File: src/rtl/uart_tx_arbiter.sv
`default_nettype none
// ============================================================================
// Module   : uart_tx_arbiter
// Purpose  : Shares one uart transmitter (din/wrn/send_over) between two byte
//            requesters on the clk1_8m domain. The arbiter grants requesters
//            round-robin, latches the granted byte onto din and launches it
//            with a one-cycle wrn pulse. It then follows send_over through
//            busy and done, and inserts an inter-byte gap. Watchdogs raise a
//            sticky err so that a stuck transmitter cannot lock out the
//            requesters.
// Options  : `define ARB_FIXED_PRIO_EN -> requester 0 always wins when both
//            requesters ask in the same cycle (no round-robin pointer).
// Ports    : clk, rst        clock, synchronous active-high reset
//            req0/data0/ack0 requester 0 handshake (ack = capture pulse)
//            req1/data1/ack1 requester 1 handshake
//            din, wrn        byte and one-cycle write strobe to the uart
//            send_over       uart idle level (1 = idle, 0 = shifting)
//            busy            high whenever the FSM is not in IDLE
//            grant_id        requester owning the current or last transfer
//            err, err_clr    sticky timeout flag and its clear
//            byte_cnt        bytes completed without timeout (wraps)
// Revision : 1.0 - initial release
// ============================================================================
module uart_tx_arbiter #(
  parameter int GAP_CYC  = 4,
  parameter int BUSY_TMO = 64,
  parameter int DONE_TMO = 65535,
  parameter int CNT_W    = 16
) (
  input  logic             clk,
  input  logic             rst,
  input  logic             req0,
  input  logic [7:0]       data0,
  output logic             ack0,
  input  logic             req1,
  input  logic [7:0]       data1,
  output logic             ack1,
  output logic [7:0]       din,
  output logic             wrn,
  input  logic             send_over,
  output logic             busy,
  output logic             grant_id,
  output logic             err,
  input  logic             err_clr,
  output logic [CNT_W-1:0] byte_cnt
);

  // One shared cycle counter serves both watchdogs and the gap. GAP_CYC must
  // not exceed the larger timeout, and both timeouts must be at least 1.
  localparam int TMO_MAX = (BUSY_TMO > DONE_TMO) ? BUSY_TMO : DONE_TMO;
  localparam int TMO_W   = $clog2(TMO_MAX + 1);

  localparam logic [TMO_W-1:0] BUSY_LAST = TMO_W'(BUSY_TMO - 1);
  localparam logic [TMO_W-1:0] DONE_LAST = TMO_W'(DONE_TMO - 1);
  // GAP_CYC = 0 still spends one cycle in GAP.
  localparam logic [TMO_W-1:0] GAP_LAST  = (GAP_CYC > 0) ? TMO_W'(GAP_CYC - 1) : '0;

  typedef enum logic [2:0] {
    S_IDLE      = 3'd0,
    S_GRANT     = 3'd1,
    S_STROBE    = 3'd2,
    S_WAIT_BUSY = 3'd3,
    S_WAIT_DONE = 3'd4,
    S_GAP       = 3'd5
  } state_t;

  state_t           state;
  state_t           state_nxt;
  logic [TMO_W-1:0] tmo;       // cycles spent in the current state
  logic             sel;       // requester chosen at arbitration
  logic             win;       // arbitration result this cycle
  logic             timeout;   // watchdog expired this cycle
  logic             complete;  // byte finished normally this cycle

`ifdef ARB_FIXED_PRIO_EN
  // Requester 1 only wins when requester 0 is not asking.
  assign win = ~req0;
`else
  logic rr;  // requester preferred on the next simultaneous request
  assign win = (req0 & req1) ? rr : ~req0;
`endif

  // Next-state logic and Moore outputs
  always_comb begin
    state_nxt = state;
    timeout   = 1'b0;
    complete  = 1'b0;
    ack0      = 1'b0;
    ack1      = 1'b0;
    wrn       = 1'b0;
    busy      = (state != S_IDLE);

    case (state)
      S_IDLE: begin
        // A busy uart blocks arbitration even with requests pending.
        if (send_over && (req0 || req1)) state_nxt = S_GRANT;
      end
      S_GRANT: begin
        ack0      = ~sel;
        ack1      = sel;
        state_nxt = S_STROBE;
      end
      S_STROBE: begin
        wrn       = 1'b1;
        state_nxt = S_WAIT_BUSY;
      end
      S_WAIT_BUSY: begin
        if (!send_over) begin
          state_nxt = S_WAIT_DONE;
        end else if (tmo == BUSY_LAST) begin
          timeout   = 1'b1;
          state_nxt = S_GAP;
        end
      end
      S_WAIT_DONE: begin
        if (send_over) begin
          complete  = 1'b1;
          state_nxt = S_GAP;
        end else if (tmo == DONE_LAST) begin
          timeout   = 1'b1;
          state_nxt = S_GAP;
        end
      end
      S_GAP: begin
        if (tmo >= GAP_LAST) state_nxt = S_IDLE;
      end
      default: state_nxt = S_IDLE;
    endcase
  end

  // State register and datapath
  always_ff @(posedge clk) begin
    if (rst) begin
      state    <= S_IDLE;
      tmo      <= '0;
      sel      <= 1'b0;
      din      <= 8'h00;
      grant_id <= 1'b0;
      err      <= 1'b0;
      byte_cnt <= '0;
`ifndef ARB_FIXED_PRIO_EN
      rr       <= 1'b0;
`endif
    end else begin
      state <= state_nxt;
      // Restart the counter on every state change; it only matters in the
      // wait and gap states, so wrapping while IDLE is harmless.
      tmo   <= (state_nxt != state) ? '0 : tmo + 1'b1;

      if (state == S_IDLE) sel <= win;

      if (state == S_GRANT) begin
        din      <= sel ? data1 : data0;
        grant_id <= sel;
`ifndef ARB_FIXED_PRIO_EN
        rr       <= ~sel;
`endif
      end

      // A timeout in the same cycle as err_clr keeps err set.
      if (timeout)      err <= 1'b1;
      else if (err_clr) err <= 1'b0;

      if (complete) byte_cnt <= byte_cnt + 1'b1;
    end
  end

endmodule
`default_nettype wire

File: config.mk
export PLATFORM = sky130hd
export DESIGN_NAME = uart_tx_arbiter
export DESIGN_NICKNAME = d
export VERILOG_FILES = /design/src/rtl/uart_tx_arbiter.sv
export SDC_FILE = /design/constraint.sdc
export NUM_CORES = 1
export LEC_CHECK = 0
export CORE_ASPECT_RATIO = 1.25
export CORE_MARGIN = 5
export CORE_UTILIZATION = 30
export CTS_CLUSTER_DIAMETER = 80
export DETAILED_ROUTE_END_ITERATION = 8
export PLACE_DENSITY = 0.59
export SLEW_MARGIN = 30
export SYNTH_ARGS = -nofsm -noshare
export SYNTH_HDL_FRONTEND = slang
export SYNTH_SLANG_ARGS = --single-unit
File: constraint.sdc
create_clock -name clk -period 2.8 [get_ports clk]
set_clock_uncertainty 0.05 [all_clocks]
set_input_delay 0.7 -clock clk [delete_from_list [all_inputs] [get_ports clk]]
set_output_delay 0.7 -clock clk [all_outputs]
set_load 0.005 [all_outputs]
Yosys cells after proc, flatten, opt, wreduce, memory -nomap -nowiden
Cells that the tools add are included.
W data, S select, Z words.
{"block": "totals", "register_bits": 47, "inputBits": 22, "out_inout_bits": 30, "elab_cells": 49}
{"block": "op_classes", "n_addsub": 2, "order_cmp": 1, "eq_ne": 8, "n_mux": 21, "n_bitwise": 3, "n_reduce_logical": 6}
{"cell": "$add A16 B1 Y16 const B", "count": 2}
{"cell": "$mux W3", "count": 6}
{"cell": "$pmux W3 S6", "count": 1}
{"cell": "$eq A16 B16 Y1 const B", "count": 1}
{"cell": "$eq A16 B6 Y1 const B", "count": 1}
{"cell": "$ge A16 B2 Y1 const B", "count": 1}
{"cell": "$mux W1", "count": 12}
{"cell": "$mux W8", "count": 1}
{"cell": "$eq A3 B2 Y1 const B", "count": 2}
{"cell": "$eq A3 B3 Y1 const B", "count": 2}
{"cell": "$eq A3 B1 Y1 const B", "count": 1}
{"cell": "$logic_not A3 Y1", "count": 1}
{"cell": "$ne A3 B3 Y1", "count": 1}
{"cell": "$reduce_bool A3 Y1", "count": 1}
{"cell": "$not A1 Y1", "count": 2}
{"cell": "$pmux W1 S2", "count": 1}
{"cell": "$reduce_bool A2 Y1", "count": 1}
{"cell": "$reduce_or A2 Y1", "count": 1}
{"cell": "$and A1 B1 Y1", "count": 1}
{"cell": "$logic_and A1 B1 Y1", "count": 1}
{"cell": "$logic_or A1 B1 Y1", "count": 1}

Depth between registers and ports, before layout
Gate-level depths: netlist of run 1.
{"block": "logic_depth", "ltp_word": 6, "mapped_depth": 8}

Least setup slack after synthesis of run 1
No wires, ideal clock.
{"block": "synth_timing", "path_type": "reg2reg", "startpoint": "reg tmo[0]", "endpoint": "reg tmo[12]", "setup_ns": 0.073, "arrival_time_ns": 1.828, "required_ns": 2.677, "setup_slack_ns": 0.849, "stages_incl_launch_ff": 9, "n_path_buf": 2, "synth_period_minus_slack_ns": 1.951, "cell_sequence": "dfxtp_1 ha_1 buf_2 nor2_1 nand3_1 or2_1 a311o_2 buf_6 nor3_2"}
{"block": "synth_between", "elab_chain_len": 6}
{"item": "start, declared", "line_no": "69", "source": "logic [TMO_W-1:0] tmo;"}
{"item": "start signal, assigned", "line_no": "148", "source": "tmo <= (state_nxt != state) ? '0 : tmo + 1'b1;"}
{"item": "branches (longest 6 deep; another with $ge A16 B2 Y1)"}
Several ways; the timed one is not identified.
A chain may end at the register's enable or synchronous reset.

Final worst setup path of run 1
{"block": "layout_timing", "startpoint": "reg state[2]", "endpoint": "out wrn"}
{"block": "layout_between", "elab_chain_len": 2}
{"item": "start, declared", "line_no": "67", "source": "state_t state;"}
{"item": "start signal, assigned", "line_no": "145", "source": "state <= state_nxt;"}
{"item": "$eq A3 B2 Y1", "line_no": "93", "source": "case (state)"}
{"item": "$mux W1", "line_no": "93"}
{"item": "end, declared", "line_no": "39", "source": "output logic wrn,"}
No other way between the ends.

==> results by group, run 1 <==
GRT
  – Gr ovfl total: 0
  – Vias in the first global route: 1,832
  – Gr usage total: roughly 11%
  – Initial antenna violation count: 0
  – Largest net degree at the start of global routing: 28
  – First-pass GRT wire length: around 8.5 mm

Floorplan
  – Chip Height: between 100 and 150 um
  – DIE AREA: 9630 um^2
  – Rows: 36
  – Core area: 7700 um^2
  – Initial Utilization: ~30%
  – # IOs: 52
  – Die X-Extent: approximately 89 um

Setup path
  – CP max stage cell: clkdlybuf4s50_1
  – R2r setup slk: just under 0.7 ns
  – FF-to-FF Start: tmo[0]
  – Crit end category: output pin
  – Worst Path Required: 2.05 ns
  – R2r endpoint: tmo[8]
  – R2R depth: 6
  – CP most frequent cell: nor2b_1
  – Max FO, Critical Path: 11
  – Worst-path cell chain: nor2b_1, nor2b_1, clkdlybuf4s50_1
  – WP data arrival: 1.78 ns
  – CP max stage delay: around 0.54 ns
  – Setup CP Type: reg2out
  – Startpoint Class: register

Worst hold path
  – Hold depth: 2
  – Min-Delay Path Class: reg2reg
  – Min-Delay Startpoint: rr
  – Hold Path End: sel

Layout
  – Final net count: between 300 and 400
  – Layout cells sized above 1: under 10%
  – Reg area: roughly 940 um^2
  – ANT cells: 0
  – Syn-to-layout area delta: 30.8%
  – FILL cells: between 700 and 800
  – Multi-input gate area: ~1300 um^2
  – Design area: around 3000 um^2
  – Non-Filler Instances: 408

STA
  – Worst Max-Slew Pin Slew: ~0.57 ns
  – # setup viols final: 0
  – RSZ-0062 raised after global routing: no
  – Slew margin rel.: between 60% and 70%
  – Slew Limit Fails: 0
  – Max Clock Freq: ~400 MHz
  – Crit path time final: between 2 and 3 ns
  – Final hold violation count: 0
  – Aggregate negative setup slack: 0 ns
  – Final worst path period share: about nine tenths

Pwr
  – Cell area power density: between 400 and 500 nW/um^2
  – Leakage: 0.00103 uW
  – Peak supply drop: roughly 0.19 mV

Flow run
  – # Max-Cap Violations: 0

Yosys
  – Synth area leader: dfxtp_1
  – Post-synth top area share: about two fifths
  – Synth warnings: 0
  – Compound-gate portion of the synthesized area: a little under a tenth
  – Post-Synth Adder-Cell Area: between 1.5 and 2%
  – Post-synth ARST share: 0%
  – Mapped Cells: 262
  – Register area share after synthesis: 40.4%
  – Post-Synth XOR/XNOR Area: a little under a tenth
  – Syn_nets: around 290
  – Mux cell area share after synthesis: 3.87%
  – Synth Area in Simple Gates: between 30% and 40%
  – Post-synth top flop: dfxtp_1
  – Mapped Area: roughly 2300 um^2
  – Largest family of logic cells by synthesized area: simple AND/OR/NAND/NOR gates
  – Number of synthesized flops with an enable pin: 0
  – Synthesized area per cell: 8.89 um^2
  – Post-synthesis register bit count: between 40 and 50
  – Distinct cells, synth: 43
  – Synth area leaders: dfxtp_1, nor2_1, xor2_1

Placement
  – PortBufs: 51
  – Placed cell count: 400
  – Post-detail-place hpwl: roughly 3.9 mm
  – DP Area: approximately 2900 um^2
  – GPL Wtd Cong: about 0.8

Clocking
  – Clk sinks: 47
  – Root buffer cell: clkbuf_8
  – Clock Latency Late Sink: roughly 0.3 ns
  – CTS-repair resized insts: 0
  – Htree depth: 2
  – TritonCTS buffer count: 5
  – CTS tree: built
  – Bufs on Longest Clock Path: 2
  – Postcts setup bufs: 0
  – Worst-path clk slew: roughly 0.090 ns
  – Post-cts hold buffer count: 0

Routing
  – 1st-pass router iterations: 4
  – Wire per inst: 12.8 um
  – Vias: around 2,000
  – Post-Route WL: approximately 5.2 mm
  – Vias per cell: 4.92
  – DRT iter0 DRCs: ~70
  – Final ANT Viol Nets: 0
  – Remaining DRCs: 0

Run status
  – Status: complete, no violations
## power breakdown
part,switching [uW],internal (uW)
clock network,224,289
registers,21.2,692
logic,93.0,116
## cells by family after synthesis
group,count (synthesis)
and+or+nand+nor,127
DFF,47
AOI/OAI and AO/OA,31
xor gates and xnor gates,24
buffers and inverters,21
muxes,9
adders and majority gates,3
## synthesized netlist by cell type (3+ instances only)
| master | instances |
|---|---|
| dfxtp_1 | 47 |
| nor2_1 | 35 |
| nand2_1 | 14 |
| nor3_1 | 14 |
| xor2_1 | 14 |
| nand3_1 | 12 |
| nand4_1 | 10 |
| nor3_2 | 10 |
| xnor2_1 | 10 |
| a21oi_1 | 9 |
| mux2i_1 | 9 |
| a211oi_1 | 8 |
| clkbuf_1 | 7 |
| inv_1 | 7 |
| or3_1 | 7 |
| o21ai_0 | 5 |
| and3_1 | 4 |
| nor2b_1 | 4 |
| and2_1 | 3 |
| ha_1 | 3 |
## cells in the final DEF (no fill, tap or decap), types with 5 or more instances in the layout
master,netlist,layout
xor2_1,14,14
dfxtp_1,47,47
clkbuf_8,1,6
nor3_1,14,14
a211oi_1,8,8
xnor2_1,10,10
clkdlybuf4s50_1,0,51
nor3_2,10,10
buf_4,2,5
or3_1,7,7
mux2i_1,9,9
nor2_1,35,35
nand3_1,12,12
nand2_1,14,14
a21oi_1,9,9
nand4_1,10,10
o21ai_0,5,5
inv_1,7,7
## area by class of cell
type / count / area share (%)
multi-input combinational: 194 / 41.8
sequential: 47 / 30.9
timing repair buffer: 57 / 18.7
tap: 95 / 3.90
clock buffer: 6 / 2.71
clock inverter: 2 / 1.15
inverter: 7 / 0.863
## critical path: cells and delay by family, from the launching register on
family        cells  cell delay [ns]
buf+inv           1             0.54
flops             1             0.41
simple gates      2             0.53
## flip-flops by register name, indices dropped and copies added (netlist names)
register,flops
tmo,16
err,1
grant_id,1
sel,1
rr,1
state,3
din,8
byte_cnt,16
## per-layer routing
metal	up-vias	wire, um	track usage [%]
met5	-	0	0
met4	0	76	3.89
met3	6	329	3.05
met2	44	2500	17.9
met1	933	2320	14.0
li1	1023	-	-
## how the worst max path moves through the flow
stage | start | to | slack, ns | cells past startpoint
after global placement | send_over | byte_cnt[12] | 0.10 | 6
final | state[2] | wrn | 0.27 | 3
after floorplan | tmo[0] | tmo[12] | 0.85 | 8
after detailed placement | send_over | byte_cnt[10] | 0.04 | 7
after global routing | state[2] | wrn | 0.15 | 3
after CTS | state[2] | wrn | 0.27 | 3
## through the flow
step                total power, uW  worst slack (ns)  utilization, %  hold slack (ns)
floorplan                       843             0.849               -            0.409
global placement                939             0.105            38.0            0.420
detailed placement              942            0.0354            38.0            0.440
CTS                            1460             0.270            39.5            0.453
global route                   1510             0.152            39.5            0.467
finish                         1430             0.270            39.5            0.450
No activity file was read; power rests on OpenSTA's default activity.
==> run 2, diff against run 1 <==
RECOVER_POWER = 25   (was default)
==> run 2 against run 1 <==
Hold slack got worse by 0.0024 ns. First-iteration DRC count decreased by 5.6%. Largest cell class unchanged. Critical endpoint unchanged. Cell area decreased by 0.12%. Sequential share of layout area barely moved. Largest power group unchanged. Register-to-register slack about the same. Via count hardly changed. Power down 0.26%. Combinational power is 2% lower. Global-route usage stayed put.
==> results by group, run 2 (same netlist as run 1, synthesis figures left out) <==
Clocking
  – Clock Latency Late Sink: ~0.30 ns
  – Clk sinks: 47
  – Postcts setup bufs: 0
  – CTS tree: built
  – CTS-repair resized insts: 0
  – Worst-path clk slew: around 0.09 ns
  – Post-cts hold buffer count: 0
  – Root buffer cell: clkbuf_8
  – Bufs on Longest Clock Path: 2
  – TritonCTS buffer count: 5
  – Htree depth: 2

Routing
  – Vias: about 2,000
  – Post-Route WL: about 5.2 mm
  – Remaining DRCs: 0
  – Vias per cell: around 4.9
  – DRT iter0 DRCs: 67
  – Final ANT Viol Nets: 0
  – 1st-pass router iterations: 4
  – Wire per inst: about 13 um

Placement
  – GPL Wtd Cong: 0.798
  – Placed cell count: 400
  – Post-detail-place hpwl: between 3 and 4 mm
  – PortBufs: 51

Layout
  – Layout cells sized above 1: 9.58%
  – Commonest non-fill, non-tap cell in the layout: dfxtp_1
  – Syn-to-layout area delta: 30.6%
  – Non-Filler Instances: slightly above 400
  – Multi-input gate area: 1270 um^2
  – Reg area: between 900 and 1000 um^2
  – Final net count: 337
  – Largest regs: byte_cnt (16), tmo (16), din (8)
  – Most frequent cells in the layout: dfxtp_1, clkdlybuf4s50_1, nor2_1
  – FILL cells: 770
  – ANT cells: 0

Setup path
  – CP max stage cell: clkdlybuf4s50_1
  – Startpoint Class: register
  – Setup CP Type: reg2out
  – CP most frequent cell: nor2b_1
  – WP data arrival: 1.78 ns
  – CP max stage delay: between 0.5 and 0.6 ns
  – Crit end category: output pin
  – Worst Setup SP: state[2]
  – R2r setup slk: 0.69 ns
  – R2R depth: 6
  – Max FO, Critical Path: 11
  – WP buf/inv: 1
  – Critical path depth in cells: 3
  – R2r endpoint: tmo[8]
  – Worst Path Required: between 2 and 2.5 ns
  – Worst-path cell chain: nor2b_1, nor2b_1, clkdlybuf4s50_1
  – Critical path destination: wrn
  – FF-to-FF Start: tmo[0]
  – Crit-path leading delay family: simple AND/OR/NAND/NOR gates

GRT
  – Vias in the first global route: roughly 1,800
  – Initial antenna violation count: 0
  – Largest net degree at the start of global routing: 28
  – Gr ovfl total: 0
  – Gr usage total: around 11%
  – First-pass GRT wire length: about 8.5 mm

STA
  – RSZ-0062 raised after global routing: no
  – Final worst path period share: about nine tenths
  – Max Clock Freq: roughly 390 MHz
  – Worst Max-Slew Pin Slew: 1.19 ns
  – Final hold violation count: 0
  – Aggregate negative setup slack: 0 ns
  – Slew Limit Fails: 0
  – Crit path time final: 2.53 ns
  – Slew margin rel.: about a fifth
  – # setup viols final: 0

Floorplan
  – # IOs: 52
  – Die X-Extent: roughly 90 um
  – DIE AREA: about 9600 um^2
  – Rows: 36
  – Core area: 7700 um^2
  – Chip Height: 109 um
  – Initial Utilization: between 30% and 40%

Worst hold path
  – Min-Delay Path Class: reg2reg

Pwr
  – Peak supply drop: between 0.15 and 0.2 mV
  – Leakage: 0.00103 uW
  – Total power: roughly 1400 uW
  – Cell area power density: 471 nW/um^2

Flow run
  – # Max-Cap Violations: 0

Run status
  – Status: complete, no violations
## run 2: cell types whose count changed in the layout (fill, tap and decap cells not counted), sizes merged
cell,previous run,this run
dlygate4sd3,0,5
buf,6,5
clkdlybuf4s50,51,46
clkbuf,6,7
## run 2: layer usage
layer | wire [um] | up-vias | share of wire (%) | global-route usage [%]
met4 | 76 | 0 | 1.5 | 3.89
met5 | 0 | - | 0 | 0
met2 | 2570 | 40 | 49 | 17.9
met1 | 2250 | 937 | 43 | 14.0
li1 | - | 1025 | - | -
met3 | 324 | 6 | 6.2 | 3.05
## run 2: final cells by class
class                           count  area share, %
Multi-Input combinational cell    194           41.9
Sequential cell                    47           30.9
Timing Repair Buffer               57           18.6
Tap cell                           95           3.91
Clock buffer                        6           2.71
Clock inverter                      2           1.15
Inverter                            7          0.864
## run 2: how the worst min path moves through the flow
stage	slack (ns)	startpoint	end	cells after the start
global placement	0.42	grant_id	grant_id	2
global route	0.47	rr	sel	2
finish	0.45	din[2]	din[2]	2
detailed placement	0.44	din[2]	din[2]	2
CTS	0.45	din[2]	din[2]	2
floorplan	0.41	rr	sel	2
## run 2: metrics by stage
step / cell area, um^2 / util (%) / hold WS, ns / worst slack, ns
floorplan: 2330 / - / 0.409 / 0.849
global placement: 2930 / 38.0 / 0.420 / 0.105
detailed placement: 2930 / 38.0 / 0.440 / 0.0354
CTS: 3050 / 39.5 / 0.453 / 0.270
global route: 3040 / 39.5 / 0.467 / 0.127
finish: 3040 / 39.5 / 0.447 / 0.267
## run 2: power by group
part	switching, uW	internal [uW]	total, uW
clock network	224	289	513
registers	20.9	692	713
logic	92.6	113	205
## run 2: worst min-delay path, cell delays in order, from the launching register on
cell and delay (ns):
dfxtp_1 0.31, nor2_1 0.09, a211oi_1 0.05
